[src/rtl/functional_unit_seq_if.sv]
// -----------------------------------------------------------------------------
// functional_unit_seq_if
//   Handshake bundle between the register-file read stage (master side) and
//   the sequential functional unit (slave side).
//
//   Request channel  : in_valid / in_ready, operands inS / inT, function FS
//   Response channel : out_valid / out_ready, result F, flags V C N Z,
//                      out_err (illegal function select)
//
//   Parameter WIDTH  : operand/result width (power of two, >= 4)
// -----------------------------------------------------------------------------
interface functional_unit_seq_if #(
    parameter int WIDTH = 16
);
    logic             in_valid;
    logic             in_ready;
    logic [WIDTH-1:0] inS;
    logic [WIDTH-1:0] inT;
    logic [3:0]       FS;
    logic             out_valid;
    logic             out_ready;
    logic [WIDTH-1:0] F;
    logic             V;
    logic             C;
    logic             N;
    logic             Z;
    logic             out_err;

    // Producer of operations and consumer of results
    modport master (
        output in_valid, inS, inT, FS, out_ready,
        input  in_ready, out_valid, F, V, C, N, Z, out_err
    );

    // The functional unit itself
    modport slave (
        input  in_valid, inS, inT, FS, out_ready,
        output in_ready, out_valid, F, V, C, N, Z, out_err
    );
endinterface

[src/rtl/functional_unit_seq.sv]
// -----------------------------------------------------------------------------
// functional_unit_seq
//   Handshaked ALU: accepts one operation per valid/ready transaction, computes
//   a WIDTH-bit result plus V/C/N/Z flags and holds them on the output channel
//   until the consumer takes them.  Variable shifts run one bit per cycle; the
//   optional multiplier is a shift-add engine retiring one multiplier bit per
//   cycle.
//
//   FS: 0 ADD, 1 SUB, 2 AND, 3 OR, 4 XOR, 5 NOT(inS), 6 SLA, 7 SRA, 8 SRL,
//       9 MUL (only with FU_MUL_EN), everything else illegal (out_err=1).
//
//   Ports:
//     clk    - rising-edge clock
//     rst_n  - asynchronous active-low reset
//     bus    - functional_unit_seq_if.slave (request + response channels)
//
//   Build option:
//     FU_MUL_EN - when defined, compiles in the MUL state and shift-add
//                 multiplier; otherwise FS=9 is treated as illegal.
// -----------------------------------------------------------------------------
module functional_unit_seq #(
    parameter int WIDTH   = 16,
    parameter int SHAMT_W = $clog2(WIDTH)
) (
    input  logic                  clk,
    input  logic                  rst_n,
    functional_unit_seq_if.slave  bus
);

    // One extra bit so the multiplier can count WIDTH iterations
    localparam int CNT_W = SHAMT_W + 1;
    localparam logic [CNT_W-1:0] CNT_ONE = CNT_W'(1);

    localparam logic [3:0] FS_ADD = 4'd0;
    localparam logic [3:0] FS_SUB = 4'd1;
    localparam logic [3:0] FS_AND = 4'd2;
    localparam logic [3:0] FS_OR  = 4'd3;
    localparam logic [3:0] FS_XOR = 4'd4;
    localparam logic [3:0] FS_NOT = 4'd5;
    localparam logic [3:0] FS_SLA = 4'd6;
    localparam logic [3:0] FS_SRA = 4'd7;
    localparam logic [3:0] FS_SRL = 4'd8;
    localparam logic [3:0] FS_MUL = 4'd9;

    typedef enum logic [1:0] {
        ST_IDLE  = 2'd0,
        ST_SHIFT = 2'd1,
`ifdef FU_MUL_EN
        ST_MUL   = 2'd3,
`endif
        ST_DONE  = 2'd2
    } state_t;

    typedef struct packed {
        logic [WIDTH-1:0] f;
        logic             v;
        logic             c;
        logic             err;
    } res_t;

    typedef struct packed {
        logic [WIDTH-1:0] val;
        logic             bit_out;
        logic             chg;
    } step_t;

    function automatic logic is_shift(input logic [3:0] fs);
        return (fs == FS_SLA) || (fs == FS_SRA) || (fs == FS_SRL);
    endfunction

    // Everything that completes in the accept cycle: logic/arith ops,
    // zero-amount shifts and illegal codes.
    function automatic res_t single_op(input logic [3:0]       fs,
                                       input logic [WIDTH-1:0] s,
                                       input logic [WIDTH-1:0] t);
        res_t           r;
        logic [WIDTH:0] wide;
        r    = '{f: {WIDTH{1'b0}}, v: 1'b0, c: 1'b0, err: 1'b0};
        wide = {(WIDTH+1){1'b0}};
        case (fs)
            FS_ADD: begin
                wide = {1'b0, s} + {1'b0, t};
                r.f  = wide[WIDTH-1:0];
                r.c  = wide[WIDTH];
                r.v  = (s[WIDTH-1] == t[WIDTH-1]) && (wide[WIDTH-1] != s[WIDTH-1]);
            end
            FS_SUB: begin
                // MSB of the extended difference is the unsigned borrow
                wide = {1'b0, s} - {1'b0, t};
                r.f  = wide[WIDTH-1:0];
                r.c  = wide[WIDTH];
                r.v  = (s[WIDTH-1] != t[WIDTH-1]) && (wide[WIDTH-1] != s[WIDTH-1]);
            end
            FS_AND: r.f = s & t;
            FS_OR:  r.f = s | t;
            FS_XOR: r.f = s ^ t;
            FS_NOT: r.f = ~s;
            // Only zero-amount shifts arrive here: value passes, C=V=0
            FS_SLA, FS_SRA, FS_SRL: r.f = s;
            // Reached only when the multiplier is not compiled in
            FS_MUL: r.err = 1'b1;
            default: r.err = 1'b1;
        endcase
        return r;
    endfunction

    // One single-bit shift step; chg flags an MSB change (SLA overflow)
    function automatic step_t shift_step(input logic [3:0]       fs,
                                         input logic [WIDTH-1:0] v);
        step_t st;
        st = '{val: v, bit_out: 1'b0, chg: 1'b0};
        case (fs)
            FS_SLA: begin
                st.val     = {v[WIDTH-2:0], 1'b0};
                st.bit_out = v[WIDTH-1];
                st.chg     = v[WIDTH-1] ^ v[WIDTH-2];
            end
            FS_SRA: begin
                st.val     = {v[WIDTH-1], v[WIDTH-1:1]};
                st.bit_out = v[0];
            end
            FS_SRL: begin
                st.val     = {1'b0, v[WIDTH-1:1]};
                st.bit_out = v[0];
            end
            default: st.val = v;
        endcase
        return st;
    endfunction

    state_t             state_r,  state_nxt_s;
    logic [3:0]         op_r,     op_nxt_s;
    logic [WIDTH-1:0]   work_r,   work_nxt_s;
    logic               vacc_r,   vacc_nxt_s;
    logic [CNT_W-1:0]   cnt_r,    cnt_nxt_s;
    logic [WIDTH-1:0]   f_r,      f_nxt_s;
    logic               v_r,      v_nxt_s;
    logic               c_r,      c_nxt_s;
    logic               n_r,      n_nxt_s;
    logic               z_r,      z_nxt_s;
    logic               err_r,    err_nxt_s;
`ifdef FU_MUL_EN
    logic [2*WIDTH-1:0] prod_r,   prod_nxt_s;
    logic [WIDTH-1:0]   mcand_r,  mcand_nxt_s;
    logic [WIDTH:0]     mul_sum_s;
    logic [2*WIDTH-1:0] mul_prod_s;
`endif

    logic               in_ready_s;
    logic               acc_s;
    logic [SHAMT_W-1:0] amt_s;
    res_t               res_s;
    res_t               fin_s;
    logic               load_s;
    step_t              step_s;

    // A new op may enter when idle, or when the held result leaves this cycle
    assign in_ready_s = (state_r == ST_IDLE) || ((state_r == ST_DONE) && bus.out_ready);
    assign acc_s      = bus.in_valid && in_ready_s;
    assign amt_s      = bus.inT[SHAMT_W-1:0];
    assign res_s      = single_op(bus.FS, bus.inS, bus.inT);
    assign step_s     = shift_step(op_r, work_r);

`ifdef FU_MUL_EN
    // prod_r holds {partial sum, remaining multiplier bits}; each cycle adds
    // the multiplicand when the multiplier LSB is set, then shifts right.
    assign mul_sum_s  = {1'b0, prod_r[2*WIDTH-1:WIDTH]}
                      + (prod_r[0] ? {1'b0, mcand_r} : {(WIDTH+1){1'b0}});
    assign mul_prod_s = {mul_sum_s, prod_r[WIDTH-1:1]};
`endif

    assign bus.in_ready  = in_ready_s;
    assign bus.out_valid = (state_r == ST_DONE);
    assign bus.F         = f_r;
    assign bus.V         = v_r;
    assign bus.C         = c_r;
    assign bus.N         = n_r;
    assign bus.Z         = z_r;
    assign bus.out_err   = err_r;

    // Next-state and datapath update for the sequencer
    always_comb begin
        state_nxt_s = state_r;
        op_nxt_s    = op_r;
        work_nxt_s  = work_r;
        vacc_nxt_s  = vacc_r;
        cnt_nxt_s   = cnt_r;
`ifdef FU_MUL_EN
        prod_nxt_s  = prod_r;
        mcand_nxt_s = mcand_r;
`endif
        load_s      = 1'b0;
        fin_s       = '{f: {WIDTH{1'b0}}, v: 1'b0, c: 1'b0, err: 1'b0};

        if (acc_s) begin
            op_nxt_s = bus.FS;
            if (is_shift(bus.FS) && (amt_s != {SHAMT_W{1'b0}})) begin
                state_nxt_s = ST_SHIFT;
                work_nxt_s  = bus.inS;
                vacc_nxt_s  = 1'b0;
                cnt_nxt_s   = {1'b0, amt_s};
            end
`ifdef FU_MUL_EN
            else if (bus.FS == FS_MUL) begin
                state_nxt_s = ST_MUL;
                prod_nxt_s  = {{WIDTH{1'b0}}, bus.inT};
                mcand_nxt_s = bus.inS;
                cnt_nxt_s   = CNT_W'(WIDTH);
            end
`endif
            else begin
                state_nxt_s = ST_DONE;
                load_s      = 1'b1;
                fin_s       = res_s;
            end
        end else begin
            case (state_r)
                ST_IDLE: state_nxt_s = ST_IDLE;
                ST_SHIFT: begin
                    work_nxt_s = step_s.val;
                    vacc_nxt_s = vacc_r | ((op_r == FS_SLA) & step_s.chg);
                    cnt_nxt_s  = cnt_r - CNT_ONE;
                    if (cnt_r == CNT_ONE) begin
                        state_nxt_s = ST_DONE;
                        load_s      = 1'b1;
                        fin_s.f     = step_s.val;
                        fin_s.c     = step_s.bit_out;
                        fin_s.v     = vacc_nxt_s;
                        fin_s.err   = 1'b0;
                    end else begin
                        state_nxt_s = ST_SHIFT;
                    end
                end
`ifdef FU_MUL_EN
                ST_MUL: begin
                    prod_nxt_s = mul_prod_s;
                    cnt_nxt_s  = cnt_r - CNT_ONE;
                    if (cnt_r == CNT_ONE) begin
                        state_nxt_s = ST_DONE;
                        load_s      = 1'b1;
                        fin_s.f     = mul_prod_s[WIDTH-1:0];
                        fin_s.c     = |mul_prod_s[2*WIDTH-1:WIDTH];
                        fin_s.v     = 1'b0;
                        fin_s.err   = 1'b0;
                    end else begin
                        state_nxt_s = ST_MUL;
                    end
                end
`endif
                ST_DONE: begin
                    if (bus.out_ready) begin
                        state_nxt_s = ST_IDLE;
                    end else begin
                        state_nxt_s = ST_DONE;
                    end
                end
                default: state_nxt_s = ST_IDLE;
            endcase
        end
    end

    // Result/flag registers change only when an operation completes
    always_comb begin
        f_nxt_s   = f_r;
        v_nxt_s   = v_r;
        c_nxt_s   = c_r;
        n_nxt_s   = n_r;
        z_nxt_s   = z_r;
        err_nxt_s = err_r;
        if (load_s) begin
            f_nxt_s   = fin_s.f;
            v_nxt_s   = fin_s.v;
            c_nxt_s   = fin_s.c;
            n_nxt_s   = fin_s.f[WIDTH-1];
            z_nxt_s   = (fin_s.f == {WIDTH{1'b0}});
            err_nxt_s = fin_s.err;
        end else begin
            f_nxt_s   = f_r;
            err_nxt_s = err_r;
        end
    end

    // State and datapath registers; reset abandons any op in flight
    always_ff @(posedge clk or negedge rst_n) begin
        if (!rst_n) begin
            state_r <= ST_IDLE;
            op_r    <= 4'd0;
            work_r  <= {WIDTH{1'b0}};
            vacc_r  <= 1'b0;
            cnt_r   <= {CNT_W{1'b0}};
            f_r     <= {WIDTH{1'b0}};
            v_r     <= 1'b0;
            c_r     <= 1'b0;
            n_r     <= 1'b0;
            z_r     <= 1'b0;
            err_r   <= 1'b0;
`ifdef FU_MUL_EN
            prod_r  <= {(2*WIDTH){1'b0}};
            mcand_r <= {WIDTH{1'b0}};
`endif
        end else begin
            state_r <= state_nxt_s;
            op_r    <= op_nxt_s;
            work_r  <= work_nxt_s;
            vacc_r  <= vacc_nxt_s;
            cnt_r   <= cnt_nxt_s;
            f_r     <= f_nxt_s;
            v_r     <= v_nxt_s;
            c_r     <= c_nxt_s;
            n_r     <= n_nxt_s;
            z_r     <= z_nxt_s;
            err_r   <= err_nxt_s;
`ifdef FU_MUL_EN
            prod_r  <= prod_nxt_s;
            mcand_r <= mcand_nxt_s;
`endif
        end
    end

endmodule
[src/flat_wrapper.sv]
// flat-port wrapper written by rule: the top's interface ports become plain ports
module functional_unit_seq_flat 
#(
    parameter int WIDTH   = 16,
    parameter int SHAMT_W = $clog2(WIDTH)
)
  (clk, rst_n, bus_in_valid, bus_inS, bus_inT, bus_FS, bus_out_ready, bus_in_ready, bus_out_valid, bus_F, bus_V, bus_C, bus_N, bus_Z, bus_out_err);
  functional_unit_seq_if #(.WIDTH(WIDTH)) bus_i ();
  input  logic clk;
  input  logic rst_n;
  input wire logic [$bits(bus_i.in_valid)-1:0] bus_in_valid;
  input wire logic [$bits(bus_i.inS)-1:0] bus_inS;
  input wire logic [$bits(bus_i.inT)-1:0] bus_inT;
  input wire logic [$bits(bus_i.FS)-1:0] bus_FS;
  input wire logic [$bits(bus_i.out_ready)-1:0] bus_out_ready;
  output wire logic [$bits(bus_i.in_ready)-1:0] bus_in_ready;
  output wire logic [$bits(bus_i.out_valid)-1:0] bus_out_valid;
  output wire logic [$bits(bus_i.F)-1:0] bus_F;
  output wire logic [$bits(bus_i.V)-1:0] bus_V;
  output wire logic [$bits(bus_i.C)-1:0] bus_C;
  output wire logic [$bits(bus_i.N)-1:0] bus_N;
  output wire logic [$bits(bus_i.Z)-1:0] bus_Z;
  output wire logic [$bits(bus_i.out_err)-1:0] bus_out_err;
  assign bus_i.in_valid = bus_in_valid;
  assign bus_i.inS = bus_inS;
  assign bus_i.inT = bus_inT;
  assign bus_i.FS = bus_FS;
  assign bus_i.out_ready = bus_out_ready;
  assign bus_in_ready = bus_i.in_ready;
  assign bus_out_valid = bus_i.out_valid;
  assign bus_F = bus_i.F;
  assign bus_V = bus_i.V;
  assign bus_C = bus_i.C;
  assign bus_N = bus_i.N;
  assign bus_Z = bus_i.Z;
  assign bus_out_err = bus_i.out_err;
  functional_unit_seq #(.WIDTH(WIDTH), .SHAMT_W(SHAMT_W)) u_core (.clk(clk), .rst_n(rst_n), .bus(bus_i));
endmodule
[config.mk]
export PLATFORM = sky130hd
export DESIGN_NAME = functional_unit_seq_flat
export DESIGN_NICKNAME = d
export VERILOG_FILES = /design/src/rtl/functional_unit_seq_if.sv /design/src/rtl/functional_unit_seq.sv /design/src/flat_wrapper.sv
export SDC_FILE = /design/constraint.sdc
export NUM_CORES = 1
export LEC_CHECK = 0
export BUFFER_PORTS_ARGS = -buffer_cell sky130_fd_sc_hd__buf_2
export CAP_MARGIN = 10
export CORE_AREA = 2 2 133 96
export DETAILED_ROUTE_END_ITERATION = 8
export DIE_AREA = 0 0 135 98
export HOLD_SLACK_MARGIN = 0.03
export PLACE_DENSITY = 0.77
export SLEW_MARGIN = 25
export SYNTH_ARGS = -nofsm -noshare
export SYNTH_HDL_FRONTEND = slang
export SYNTH_SLANG_ARGS = --single-unit
[constraint.sdc]
create_clock -name clk -period 3.9 [get_ports clk]
set_input_delay 0.195 -clock clk [delete_from_list [all_inputs] [get_ports clk]]
set_output_delay 0.195 -clock clk [all_outputs]
set_load 0.01 [all_outputs]
# Word-level counts from Yosys, hierarchy flattened
# Index checks and enable logic that the tools add are counted.
[totals]
regBits = 49
inputBits = 40
output_inout_bits = 23
elab_cells = 85
[classes]
add_sub_neg = 3
n_eq_ne = 19
mux = 28
bitwise = 7
reduce_logical = 17
[ops]
columns = ["op", "count"]
rows = [
  ["one-hot mux 16 bit (7 select lines)", 1],
  ["two-way mux 19 bit", 4],
  ["two-way mux 16 bit", 3],
  ["one-hot mux 16 bit (3 select lines)", 1],
  ["== test 4 x 3 -> 1 bit (second input constant)", 6],
  ["adder 16 x 16 -> 17 bit", 1],
  ["subtractor 16 x 16 -> 17 bit", 1],
  ["bitwise AND 16 bit", 1],
  ["logical NOT 16 bit", 1],
  ["NOT 16 bit", 1],
  ["bitwise OR 16 bit", 1],
  ["XOR 16 bit", 1],
  ["two-way mux 5 bit", 3],
  ["two-way mux 1 bit", 9],
  ["OR reduction 9 bit", 1],
  ["== test 4 x 2 -> 1 bit (second input constant)", 2],
  ["== test 4 bit (second input constant)", 2],
  ["two-way mux 2 bit", 4],
  ["one-hot mux 2 bit (2 select lines)", 2],
  ["== test 5 x 1 -> 1 bit (second input constant)", 1],
  ["logical AND 1 bit", 5],
  ["subtractor 5 x 1 -> 5 bit (second input constant)", 1],
  ["== test 4 x 1 -> 1 bit (second input constant)", 1],
  ["logical NOT 4 bit", 1],
  ["other kinds (16)", 20],
]

# Logic depth before layout (Yosys ltp)
[depth]
depth_word = 8
depth_mapped = 13
mapped_depth_nobuf = 13

# Worst setup path after synthesis
# No wires, ideal clock.
[synth_path]
kind = "input to register"
start = "input bus_inT[3]"
end = "register u_core.z_r, in the netlist u_core.bus.Z"
setup_ps = 103
arrival_time_ps = 2786
t_required_ps = 3797
path_slack_ps = 1010
stages = 12
path_buffers = 1
path_cell_list = "inv_1 -> ha_1 -> buf_2 -> nor2b_1 -> a211o_1 -> a2111oi_2 -> nor2_1 -> o311ai_2 -> o211ai_4 -> nor4_2 -> nand4_1 -> o41ai_2"
[synth_between]
elab_chain_cells = 5
elab_cells_between_ends = 13
classes_between = "add/sub: 2; mux: 5; bitwise: 3; reduce/logical: 3"
[synth_rtl]
columns = ["item", "line_no", "source"]
rows = [
  ["start: declaration", "flat_wrapper.sv:13", "input wire logic [$bits(bus_i.inT)-1:0] bus_inT;"],
  ["subtractor 16 x 16 -> 17 bit (tied with other cells)", "functional_unit_seq.sv:89", "wide = {1'b0, s} - {1'b0, t};"],
  ["one-hot mux 16 bit (7 select lines) / logical AND 1 bit (equally long branches)", "functional_unit_seq.sv:80, functional_unit_seq.sv:197", ""],
  ["two-way mux 19 bit", "functional_unit_seq.sv:197", "if (is_shift(bus.FS) && (amt_s != {SHAMT_W{1'b0}})) begin"],
  ["two-way mux 19 bit", "functional_unit_seq.sv:195", "if (acc_s) begin"],
  ["logical NOT 16 bit", "functional_unit_seq.sv:275", "z_nxt_s = (fin_s.f == {WIDTH{1'b0}});"],
  ["end signal: assignment", "functional_unit_seq.sv:311", "z_r <= z_nxt_s;"],
  ["end: declaration", "functional_unit_seq.sv:140", "logic z_r, z_nxt_s;"],
]
# Parallel ways exist; a longest one is shown, timed or not.
# A chain may end at the register's enable or synchronous reset.

# Worst setup path in the final report
[layout_path]
start = "register u_core.op_r[1]"
end = "register u_core.z_r, in the netlist u_core.bus.Z"
[layout_between]
elab_chain_cells = 6
elab_cells_between_ends = 8
classes_between = "eq/ne: 3; mux: 4; reduce/logical: 1"
[layout_rtl]
columns = ["item", "line_no", "source"]
rows = [
  ["start: declaration", "functional_unit_seq.sv:132", "logic [3:0] op_r, op_nxt_s;"],
  ["start signal: assignment", "functional_unit_seq.sv:303", "op_r <= op_nxt_s;"],
  ["== test 4 bit / == test 4 x 3 -> 1 bit (equally long branches)", "functional_unit_seq.sv:112", "case (fs)"],
  ["one-hot mux 16 bit (3 select lines) *", "functional_unit_seq.sv:112", ""],
  ["two-way mux 19 bit *", "functional_unit_seq.sv:223", "if (cnt_r == CNT_ONE) begin"],
  ["two-way mux 19 bit *", "functional_unit_seq.sv:217", "case (state_r)"],
  ["two-way mux 19 bit *", "functional_unit_seq.sv:195", ""],
  ["logical NOT 16 bit *", "functional_unit_seq.sv:275", ""],
]
# Every way passes the cells marked *; elsewhere a longest branch is shown, timed or not.

==> impl_metrics.csv <==
group,metric,value,unit
clock_tree,cts_sinks,48,
die,die_x,135,µm
logic_synthesis,ys_warn_count,0,
logic_synthesis,synthAdderAreaFrac,12.9,%
logic_synthesis,syn_nets,874,
global_routing,grt_pass1_vias,5929,
timing,slew_violations,0,
drt,wirelength,20.6,mm
placed_design,io_buffer_count,62,
logic_synthesis,synth_area_leaders,"dfrtp_1 (21%), ha_1 (12%), a21oi_1 (6.1%)",
timing,relSlewSlack,49.7,%
setup_path,critPathArrivalTime,3.67,ns
timing,worstMarginPinSlew,0.745,ns
logic_synthesis,synth.yosys.seq_area_share,20.6,%
drt,drt-initial-drc-count,960,
drt,drc,0,
die,initial_core_util,48.4,%
setup_path,path_class,"flop to flop",
logic_synthesis,synth-seq-cells,48,
logic_synthesis,synth.area.mux_share,2.42,%
final_layout,multi_input_area,0.00419,mm²
drt,via_count,6610,
logic_synthesis,synth_top_cell_by_area,"dfrtp_1",
power,p_total,2.64,mW
placed_design,placed_cell_area,0.00634,mm²
drt,final_antenna_net_count,0,
logic_synthesis,async_flop_share,100,%
drt,routedWlPerCell,20.9,µm
power,ir_drop,0.000242,V
timing,max_freq,0.289,GHz
final_layout,nets,921,
logic_synthesis,netlist_instances,775,
logic_synthesis,synth_cell_types,87,
die,core,0.0121,mm²
timing,rsz0062_at_grt,"no",
setup_path,required,4.11,ns
die,die_h,98,µm
power,p_leak,3.03,nW
global_routing,grt_pass1_wl,32.3,mm
logic_synthesis,yosys.area_share.simple,23.0,%
run_status,status,"complete, no violations",
logic_synthesis,syn_area,0.00584,mm²
global_routing,grt_use_total,31.0,%
logic_synthesis,avgSynthCellArea,7.54,µm²
die,io_pins,63,
final_layout,layout-drive-gt1-share,14.5,%
timing,min_period,3.47,ns
placed_design,dp_hpwl,15.6,mm
timing,finalHoldViolCount,0,
setup_path,start_kind,"flop",
die,rows,34,
placed_design,post-place-ws,0.341,ns
logic_synthesis,synth_top_area_share,20.6,%
placed_design,place.gp.congestion,1.02,
final_layout,postLayoutCellArea,0.00652,mm²
drt,vias_per_cell,6.71,
die,die-area,0.0132,mm²
run,cap_violations,0,
drt,firstDrtPassIters,6,
logic_synthesis,synth_edf_count,0,
clock_tree,cts_buffer_depth,2,
logic_synthesis,synth-main-ff-cell,"dfrtp_1",
global_routing,grt_max_degree,49,
final_layout,diodes,0,
timing,setup-tns-final,0,ns
logic_synthesis,synthXorXnorAreaFrac,0.749,%
setup_path,cp_max_fo,9,
clock_tree,insertion_delay,0.30,ns
clock_tree,postCtsSetupBuffers,0,
hold_path,hold_class,"input pin to flop",
clock_tree,clockRootBuffer,"clkbuf_16",
clock_tree,tritoncts,"built",
clock_tree,cts.clk_slew.worst_paths,0.07,ns
final_layout,fill_cells,1197,
timing,worst_slack,0.434,ns
timing,setup_viol,0,
global_routing,antenna_found_initial,0,
power,p_per_area,404,mW/mm²
logic_synthesis,synth_top_family_by_area,"compound AO/OA/AOI/OAI gates",
timing,fin_crit_sh,88.9,%
timing,whs,0.226,ns
clock_tree,numCtsBuffers,5,
final_layout,area_delta_synth_final,11.6,%
setup_path,cp-end-kind,"flop",
clock_tree,htree_num_levels,2,
global_routing,grt_overflow_total,0,
logic_synthesis,synth_compound_area_share,32.5,%
timing,finClkSkew,0.00727,ns
final_layout,regArea,0.00120,mm²
==> metrics by stage <==
stage               utilization, %  instances
finish                        54.0        985
detailed placement            52.5        976
global route                  54.0        985
CTS                           54.0        985
global placement              52.5        976
floorplan                        -        775
==> sequential cells by signal, indices dropped and copies added (netlist names) <==
register / flops
u_core.bus.F: 16
u_core.work_r: 16
u_core.bus.Z: 1
u_core.op_r: 4
u_core.bus.out_err: 1
u_core.bus.C: 1
u_core.state_r: 2
u_core.vacc_r: 1
u_core.bus.V: 1
u_core.cnt_r: 5
==> Yosys cell counts, types with 4 or more instances <==
master and instances:
nor2_1 81, nand2_1 72, a21oi_1 71, inv_1 59
ha_1 57, dfrtp_1 48, o21ai_0 42, clkbuf_1 27
nor3_1 17, buf_2 14, nor2b_1 14, a211oi_1 13
mux2i_1 13, o211ai_1 13, a21o_1 11, nand3_1 11
o221ai_1 11, o22ai_1 10, nand2b_1 9, nand3b_1 9
and2_1 8, or3_1 8, a221oi_1 7, nor4b_1 7
a211o_1 6, a22oi_1 6, nand4_1 6, a2111oi_0 5
a31oi_1 5, buf_1 5, nor4_1 5, or2_2 5
a221o_1 4, a22o_1 4, o311ai_0 4, o31a_1 4
o32ai_1 4
==> logic make-up after synthesis <==
kind of cell	after synthesis
xor+xnor	5
mux	14
buf+inv	110
compound gates	269
fa+ha+maj	59
simple gates	270
flops	48
==> critical path: stages, from the launching register on <==
cell	delay [ns]
dfrtp_1	0.47
nor4b_1	0.71
nor2_1	0.20
a222oi_1	0.51
a21oi_1	0.13
a21oi_1	0.35
nand4_1	0.18
nor4_2	0.33
nand4_1	0.16
o41ai_2	0.33
==> routing by layer <==
| layer | global-route usage (%) | vias up | wire (µm) |
|---|---|---|---|
| met4 | 8.81 | 0 | 491 |
| li1 | - | 2952 | - |
| met1 | 47.3 | 3107 | 8870 |
| met5 | 0 | - | 0 |
| met3 | 7.58 | 52 | 3020 |
| met2 | 42.9 | 499 | 8240 |
==> cells in the final DEF (no fill, tap or decap), types with 6 or more instances in the layout <==
master,instances
nor4b_1,6
buf_4,28
or3_1,8
ha_1,57
o22ai_1,10
a211o_1,6
nand4_1,6
nor2b_1,14
a221oi_1,7
nor3_1,17
nand2_1,72
a211oi_1,13
o211ai_1,13
dfrtp_1,48
nor2_1,81
and2_1,8
a21oi_1,71
nand3_1,11
buf_2,62
a22oi_1,6
a21o_1,11
mux2i_1,13
o21ai_0,42
nand3b_1,9
nand2b_1,9
o221ai_1,11
inv_1,59
==> where the power goes <==
group / leakage, nW / internal (mW) / switching (mW)
registers: 0.592 / 0.663 / 0.201
logic: 2.36 / 0.491 / 0.762
clock network: 0.0804 / 0.305 / 0.213
total: 3.03 / 1.46 / 1.18
==> timing repair <==
item / 4_1_cts / 5_1_grt
endpoints found under the hold margin: 32 / 0
resized for setup: 0 / 0
hold buffers: 1 / 0
==> area by class of cell <==
class                           instances  share of cell area, %
Clock inverter                          3                  0.710
Tap cell                              162                   3.11
Sequential cell                        48                   18.4
Multi-Input combinational cell        617                   64.3
Inverter                               59                   3.40
Timing Repair Buffer                   91                   8.14
Clock buffer                            5                   1.92
==> final timing paths <==
check                           startpoint                 to  slack (ns)  cells after the start
min                             bus_inT[0]    u_core.cnt_r[0]        0.23                      3
max                         u_core.op_r[1]       u_core.bus.Z        0.43                      9
max in group asynchronous            rst_n  u_core.work_r[15]        2.91                      3
min reg2reg                u_core.bus.F[0]    u_core.bus.F[0]        0.48                      1
min in group asynchronous            rst_n    u_core.cnt_r[1]        0.53                      3
max reg2reg                 u_core.op_r[1]       u_core.bus.Z        0.43                      9
No activity file was read; power rests on OpenSTA's default activity.
